File: config.mk
export PLATFORM = sky130hd
export DESIGN_NAME = rwm_frame_ctrl
export DESIGN_NICKNAME = d
export VERILOG_FILES = /design/src/rtl/rwm_ctrl_pkg.sv /design/src/rtl/rwm_watchdog.sv /design/src/rtl/rwm_frame_ctrl.sv
export SDC_FILE = /design/constraint.sdc
export NUM_CORES = 1
export LEC_CHECK = 0
export CAP_MARGIN = 25
export CORE_ASPECT_RATIO = 0.8
export CORE_UTILIZATION = 60
export CTS_CLUSTER_DIAMETER = 60
export DETAILED_ROUTE_END_ITERATION = 10
export PLACE_DENSITY = 0.93
export SYNTH_ARGS = -nofsm -noshare
export SYNTH_HDL_FRONTEND = slang
export SYNTH_SLANG_ARGS = --single-unit
File: constraint.sdc
create_clock -name clk -period 3 [get_ports clk]
set_input_delay 0.3 -clock clk [delete_from_list [all_inputs] [get_ports clk]]
set_output_delay 0.3 -clock clk [all_outputs]
set_load 0.03 [all_outputs]
File: src/rtl/rwm_ctrl_pkg.sv
// Shared types and defaults for the RWM frame sequencer: state encoding,
// RWM opcode values and default counter widths.
package rwm_ctrl_pkg;

  typedef enum logic [2:0] {
    ST_IDLE,
    ST_CLEAR,
    ST_ARM,
    ST_WRITE,
    ST_READ,
    ST_DRAIN,
    ST_FAULT
  } state_e;

  localparam logic RWM_OP_WRITE = 1'b1;
  localparam logic RWM_OP_READ  = 1'b0;

  localparam int TIMEOUT_W_DEF = 21;
  localparam int FCNT_W_DEF    = 16;

  // States in which a phase is waiting on a completion event.
  function automatic logic is_watched(state_e s);
    return (s == ST_CLEAR) || (s == ST_WRITE) || (s == ST_READ) || (s == ST_DRAIN);
  endfunction

  // States whose first cycle launches an RWM operation.
  function automatic logic is_launch(state_e s);
    return (s == ST_CLEAR) || (s == ST_WRITE) || (s == ST_READ);
  endfunction

endpackage

File: src/rtl/rwm_watchdog.sv
// Saturating phase watchdog: clr reloads zero, en counts, expired flags the
// cycle in which the count steps onto all-ones.
module rwm_watchdog #(
  parameter int W = 21
) (
  input  logic clk,
  input  logic rst_n,
  input  logic clr,
  input  logic en,
  output logic expired
);

  localparam logic [W-1:0] MAX = '1;

  logic [W-1:0] cnt_q, cnt_d;

  always_comb begin
    cnt_d = cnt_q;
    if (clr) begin
      cnt_d = '0;
    end else if (en && (cnt_q != MAX)) begin
      cnt_d = cnt_q + W'(1);
    end
  end

  // Independent of clr so the FSM can use it to pick its next state.
  assign expired = en && (cnt_q >= (MAX - W'(1)));

  always_ff @(posedge clk) begin
    if (!rst_n) begin
      cnt_q <= '0;
    end else begin
      cnt_q <= cnt_d;
    end
  end

endmodule

File: src/rtl/rwm_frame_ctrl.sv
// Frame sequencer for the RGB RWM: [clear] -> arm -> write -> read -> drain.
// Define RWM_FRAME_CTRL_CLEAR_EN to run a CLEAR phase before every frame.
module rwm_frame_ctrl
  import rwm_ctrl_pkg::*;
#(
  parameter int TIMEOUT_W = TIMEOUT_W_DEF,
  parameter int FCNT_W    = FCNT_W_DEF
) (
  input  logic              clk,
  input  logic              rst_n,
  input  logic              start,
  input  logic              cam_frame_start,
  input  logic              rwm_done,
  input  logic              gray_done,
  input  logic              abort,
  output logic              rwm_enable,
  output logic              rwm_rw,
  output logic              rwm_clear,
  output logic              busy,
  output logic              frame_done,
  output logic              timeout_err,
  output logic [FCNT_W-1:0] frame_count
);

  state_e state_q, state_d;

  logic              wd_expired;
  logic              state_entry;
  logic              launch;
  logic              gray_seen_q, gray_seen_d;
  logic              rwm_enable_q, rwm_enable_d;
  logic              rwm_rw_q, rwm_rw_d;
  logic              busy_q, busy_d;
  logic              frame_done_q, frame_done_d;
  logic              timeout_err_q, timeout_err_d;
  logic [FCNT_W-1:0] frame_count_q, frame_count_d;

  rwm_watchdog #(
    .W (TIMEOUT_W)
  ) u_watchdog (
    .clk     (clk),
    .rst_n   (rst_n),
    .clr     (state_entry),
    .en      (is_watched(state_q)),
    .expired (wd_expired)
  );

  always_comb begin
    // NOTE: every variable gets a default first so no path can infer a latch.
    state_d = state_q;
    if (abort) begin
      state_d = ST_IDLE;
    end else begin
      case (state_q)
        ST_IDLE: begin
          if (start) begin
`ifdef RWM_FRAME_CTRL_CLEAR_EN
            state_d = ST_CLEAR;
`else
            state_d = ST_ARM;
`endif
          end
        end
`ifdef RWM_FRAME_CTRL_CLEAR_EN
        ST_CLEAR: begin
          if (wd_expired)    state_d = ST_FAULT;
          else if (rwm_done) state_d = ST_ARM;
        end
`endif
        ST_ARM: begin
          if (cam_frame_start) state_d = ST_WRITE;
        end
        ST_WRITE: begin
          if (wd_expired)    state_d = ST_FAULT;
          else if (rwm_done) state_d = ST_READ;
        end
        ST_READ: begin
          if (wd_expired)    state_d = ST_FAULT;
          else if (rwm_done) state_d = ST_DRAIN;
        end
        ST_DRAIN: begin
          if (wd_expired)                    state_d = ST_FAULT;
          else if (gray_done || gray_seen_q) state_d = ST_IDLE;
        end
        ST_FAULT: state_d = ST_FAULT;
        default:  state_d = ST_IDLE;
      endcase
    end
  end

  assign state_entry = (state_d != state_q);
  assign launch      = state_entry && is_launch(state_d);

  always_comb begin
    rwm_enable_d  = launch;
    rwm_rw_d      = rwm_rw_q;
    busy_d        = (state_d != ST_IDLE) && (state_d != ST_FAULT);
    frame_done_d  = (state_q == ST_DRAIN) && (state_d == ST_IDLE) && !abort;
    frame_count_d = frame_count_q;
    timeout_err_d = timeout_err_q;
    // A gray_done arriving with the final rwm_done lets DRAIN finish at once.
    gray_seen_d   = (state_q == ST_READ) && (state_d == ST_DRAIN) && gray_done;

    if (state_d == ST_FAULT) begin
      rwm_rw_d = 1'b0;
    end else if (launch && (state_d == ST_WRITE)) begin
      rwm_rw_d = RWM_OP_WRITE;
    end else if (launch && (state_d == ST_READ)) begin
      rwm_rw_d = RWM_OP_READ;
    end

    if (frame_done_d) begin
      frame_count_d = frame_count_q + FCNT_W'(1);
    end

    if (abort) begin
      timeout_err_d = 1'b0;
    end else if ((state_d == ST_FAULT) && (state_q != ST_FAULT)) begin
      timeout_err_d = 1'b1;
    end
  end

  always_ff @(posedge clk) begin
    if (!rst_n) begin
      state_q <= ST_IDLE;
    end else begin
      // NOTE: non-blocking so every flop samples the pre-edge values.
      state_q <= state_d;
    end
  end

  always_ff @(posedge clk) begin
    if (!rst_n) begin
      gray_seen_q   <= 1'b0;
      rwm_enable_q  <= 1'b0;
      rwm_rw_q      <= 1'b0;
      busy_q        <= 1'b0;
      frame_done_q  <= 1'b0;
      timeout_err_q <= 1'b0;
      frame_count_q <= '0;
    end else begin
      gray_seen_q   <= gray_seen_d;
      rwm_enable_q  <= rwm_enable_d;
      rwm_rw_q      <= rwm_rw_d;
      busy_q        <= busy_d;
      frame_done_q  <= frame_done_d;
      timeout_err_q <= timeout_err_d;
      frame_count_q <= frame_count_d;
    end
  end

`ifdef RWM_FRAME_CTRL_CLEAR_EN
  logic rwm_clear_q, rwm_clear_d;

  always_comb begin
    rwm_clear_d = launch && (state_d == ST_CLEAR);
  end

  always_ff @(posedge clk) begin
    if (!rst_n) begin
      rwm_clear_q <= 1'b0;
    end else begin
      rwm_clear_q <= rwm_clear_d;
    end
  end

  assign rwm_clear = rwm_clear_q;
`else
  assign rwm_clear = 1'b0;
`endif

  assign rwm_enable  = rwm_enable_q;
  assign rwm_rw      = rwm_rw_q;
  assign busy        = busy_q;
  assign frame_done  = frame_done_q;
  assign timeout_err = timeout_err_q;
  assign frame_count = frame_count_q;

endmodule
==> results.cfg <==
[cts]
hold_buffers = 0
cts_buffers = 5
cts_tree = done
ctsResizeCount = 0
cts_max_path_buffers = 2
cts_setup_buffers = 0
htreeDepth = 2
clockRootBuffer = clkbuf_8
clkTransAtPathRegs_ns = 0.08
insertion_delay_ns = 0.30
clock-sinks = 46

[yosys]
synthAdderAreaFrac_pct = 1.49
yosys.area_share.simple_pct = 35.0
synth_compound_area_share_pct = 11.8
yosysSeqAreaShare_pct = 36.5
synthMuxAreaShare_pct = 0.446
ys_async_sr_fraction_pct = 0
yosysUniqueCellTypes = 52
synth_edf_count = 0
yosysTopAreaCellShare_pct = 36.5
post_synth_xor_area_fraction_pct = 11.5
syn_area_mm2 = 0.00252
avgSynthCellArea_um2 = 8.85
synth_ff_type = dfxtp_1
yosys.area.top_type = dfxtp_1
synth.area.top_cells = dfxtp_1 (36%), xnor2_1 (6.9%), nor2_2 (5.0%), xor2_1 (4.5%), nor2_1 (3.7%)
ys_ff_latch = 46
synthesis.instances = 285
ys.warnings.count = 0
synth_nets = 295
synth_top_family_by_area = simple AND/OR/NAND/NOR gates

[drt]
first_pass_iters = 5
routed_wl_um = 5400
first_iter_violations = 190
wire_per_inst_um = 14.8
ant_nets = 0
vias = 2166
vias_per_cell = 5.92
drcViolationCount = 0

[sta]
final_hold_viol_count = 0
fin_skew_ns = 0.0109
period_needed_ns = 2.38
finalSetupTns_ns = 0
max_freq_mhz = 420
tightest_slew_ns = 0.664
slew_viol_final = 0
finalCritPeriodShare_pct = 79.5
rsz0062_at_grt = no
slew_headroom_pct = 55.7
setup_viol = 0

[place]
dp.cells = 359
placed_area_mm2 = 0.00282
io_buffers = 27
place.gp.congestion = 0.846
dp_hpwl_um = 3740

[critical_path]
worstPathRequired_ns = 3.24
reg2reg_slack_ns = 0.62
crit_path_end_kind = flop
cp-start-kind = flop
critical_path.cell_chain = nand2b_1, nor4b_2, a21boi_2, nand3_1, or3_1, a21oi_1
slowest_delay_ns = 0.62
worstPathArrival_ns = 2.62
path_max_fanout = 16
cp_slowest_cell = dfxtp_1
worstSetupPathType = flop to flop

[layout]
stdcell_area_mm2 = 0.00290
fill_cells = 296
drive_above_1_share_pct = 16.4
area_growth_pct = 14.7
final_cells = 366
final_net_count = 321
diodes = 0
fin_util_pct = 74.2

[die]
die-width_um = 74.5
initial_core_util_pct = 64.6
num_io_pins = 29
rows = 20
dieArea_mm2 = 0.00447
die_h_um = 60.0
core_area_mm2 = 0.00390

[power]
p_int_uw = 799
p_clk_share_pct = 34.3
combPwrFrac_pct = 6.4
p_sw_share_pct = 23.0
power_frac_seq_pct = 59.3
leakage_uw = 0.000956
power.switching_uw = 239
power_density_mw_per_mm2 = 358
vdd_drop_max_mv = 0.243

[run_status]
status = finished, final reports clean

[global_routing]
grt.total_usage_pct = 27.3
grt_pass1_vias = 1968
antenna_found_initial = 0
grt_max_degree = 22
grt_pass1_wl_um = 9120
overflow = 0

[flow_run]
max_cap_viol_count = 0

[hold_path]
hold_class = flop to flop
per-stage QoR:
| step | power [uW] | hold slack (ns) | setup slack, ns |
|---|---|---|---|
| final | 1040 | 0.455 | 0.616 |
| after detailed placement | 694 | 0.451 | 0.604 |
| after global routing | 1080 | 0.469 | 0.387 |
| after global placement | 693 | 0.434 | 0.701 |
| after CTS | 1040 | 0.463 | 0.653 |
| after floorplan | 677 | 0.446 | 1.07 |
routing by layer:
layer / track usage, % / up-vias / share of wire (%) / routed length [um]
met1: 34.9 / 1022 / 45 / 2420
met3: 5.73 / 18 / 6.0 / 324
met2: 44.3 / 74 / 47 / 2530
li1: - / 1052 / - / -
met4: 12.4 / 0 / 2.4 / 128
met5: 0 / - / 0 / 0
cells in the mapped netlist (3+ instances only):
master	n
dfxtp_1	46
nor2_1	25
nand2_1	21
nor2_2	20
xnor2_1	20
nor3_1	16
xor2_1	13
nand3_1	12
a21oi_1	11
nand4_1	9
and3_1	7
a31oi_1	5
and4_1	5
clkbuf_1	5
inv_1	5
o21ai_0	5
or3_1	5
nand2b_1	4
nor2b_1	4
a31o_2	3
ha_1	3
nor3_4	3
o211ai_1	3
flip-flops by register name (all words and copies together), names as in the netlist:
| register | cells |
|---|---|
| timeout_err | 1 |
| busy | 1 |
| frame_done | 1 |
| u_watchdog.cnt_q | 21 |
| gray_seen_q | 1 |
| rwm_rw | 1 |
| state_q | 3 |
| frame_count | 16 |
| rwm_enable | 1 |
power groups by stage:
stage | Combinational (uW) | Sequential [uW] | Clock (uW)
after floorplan | 47.6 | 630 | 0
after global placement | 63.2 | 630 | 0
after detailed placement | 64.5 | 630 | 0
after CTS | 65.5 | 616 | 361
after global routing | 71.5 | 616 | 388
final | 66.1 | 616 | 356
path summary, 6_finish.rpt:
kind / start / to / depth (start not counted)
setup / recovery: state_q[2] / frame_count[12] / 6
hold / removal: timeout_err / timeout_err / 2
setup reg to reg: state_q[2] / frame_count[12] / 6
hold reg to reg: timeout_err / timeout_err / 2
cells in the final DEF, fill, tap and decap left out, types with 7 or more instances in the layout:
| master | instances |
|---|---|
| clkdlybuf4s50_1 | 27 |
| nor2_2 | 20 |
| xor2_1 | 13 |
| nand4_1 | 9 |
| xnor2_1 | 20 |
| dfxtp_1 | 46 |
| nand3_1 | 12 |
| nand2_1 | 21 |
| nor3_1 | 16 |
| nor2_1 | 25 |
| and3_1 | 7 |
| a21oi_1 | 11 |
cells by family (layout without fill, tap and decap cells):
kind of cell,after synthesis,count (layout)
other,1,1
flip-flops,46,46
multiplexers,1,1
AND/OR/NAND/NOR,145,145
AO/OA/AOI/OAI,40,40
adder cells (fa/ha/maj),3,3
XOR/XNOR,33,33
buffers and inverters,16,42
critical path: cells and delay by family, from the launching register on:
kind | cells | cell delay, ns
AND/OR/NAND/NOR | 4 | 1.17
flip-flops | 1 | 0.62
AO/OA/AOI/OAI | 2 | 0.53
layout make-up:
type                       count  area (um^2)  share of cell area, %
multi-input combinational    223         1520                   52.5
inverter                       6         22.5                  0.778
clock buffer                   7         76.3                   2.64
tap                           55         68.8                   2.38
timing repair buffer          29          285                   9.85
sequential                    46          921                   31.8
Power figures use the tool's default switching activity.
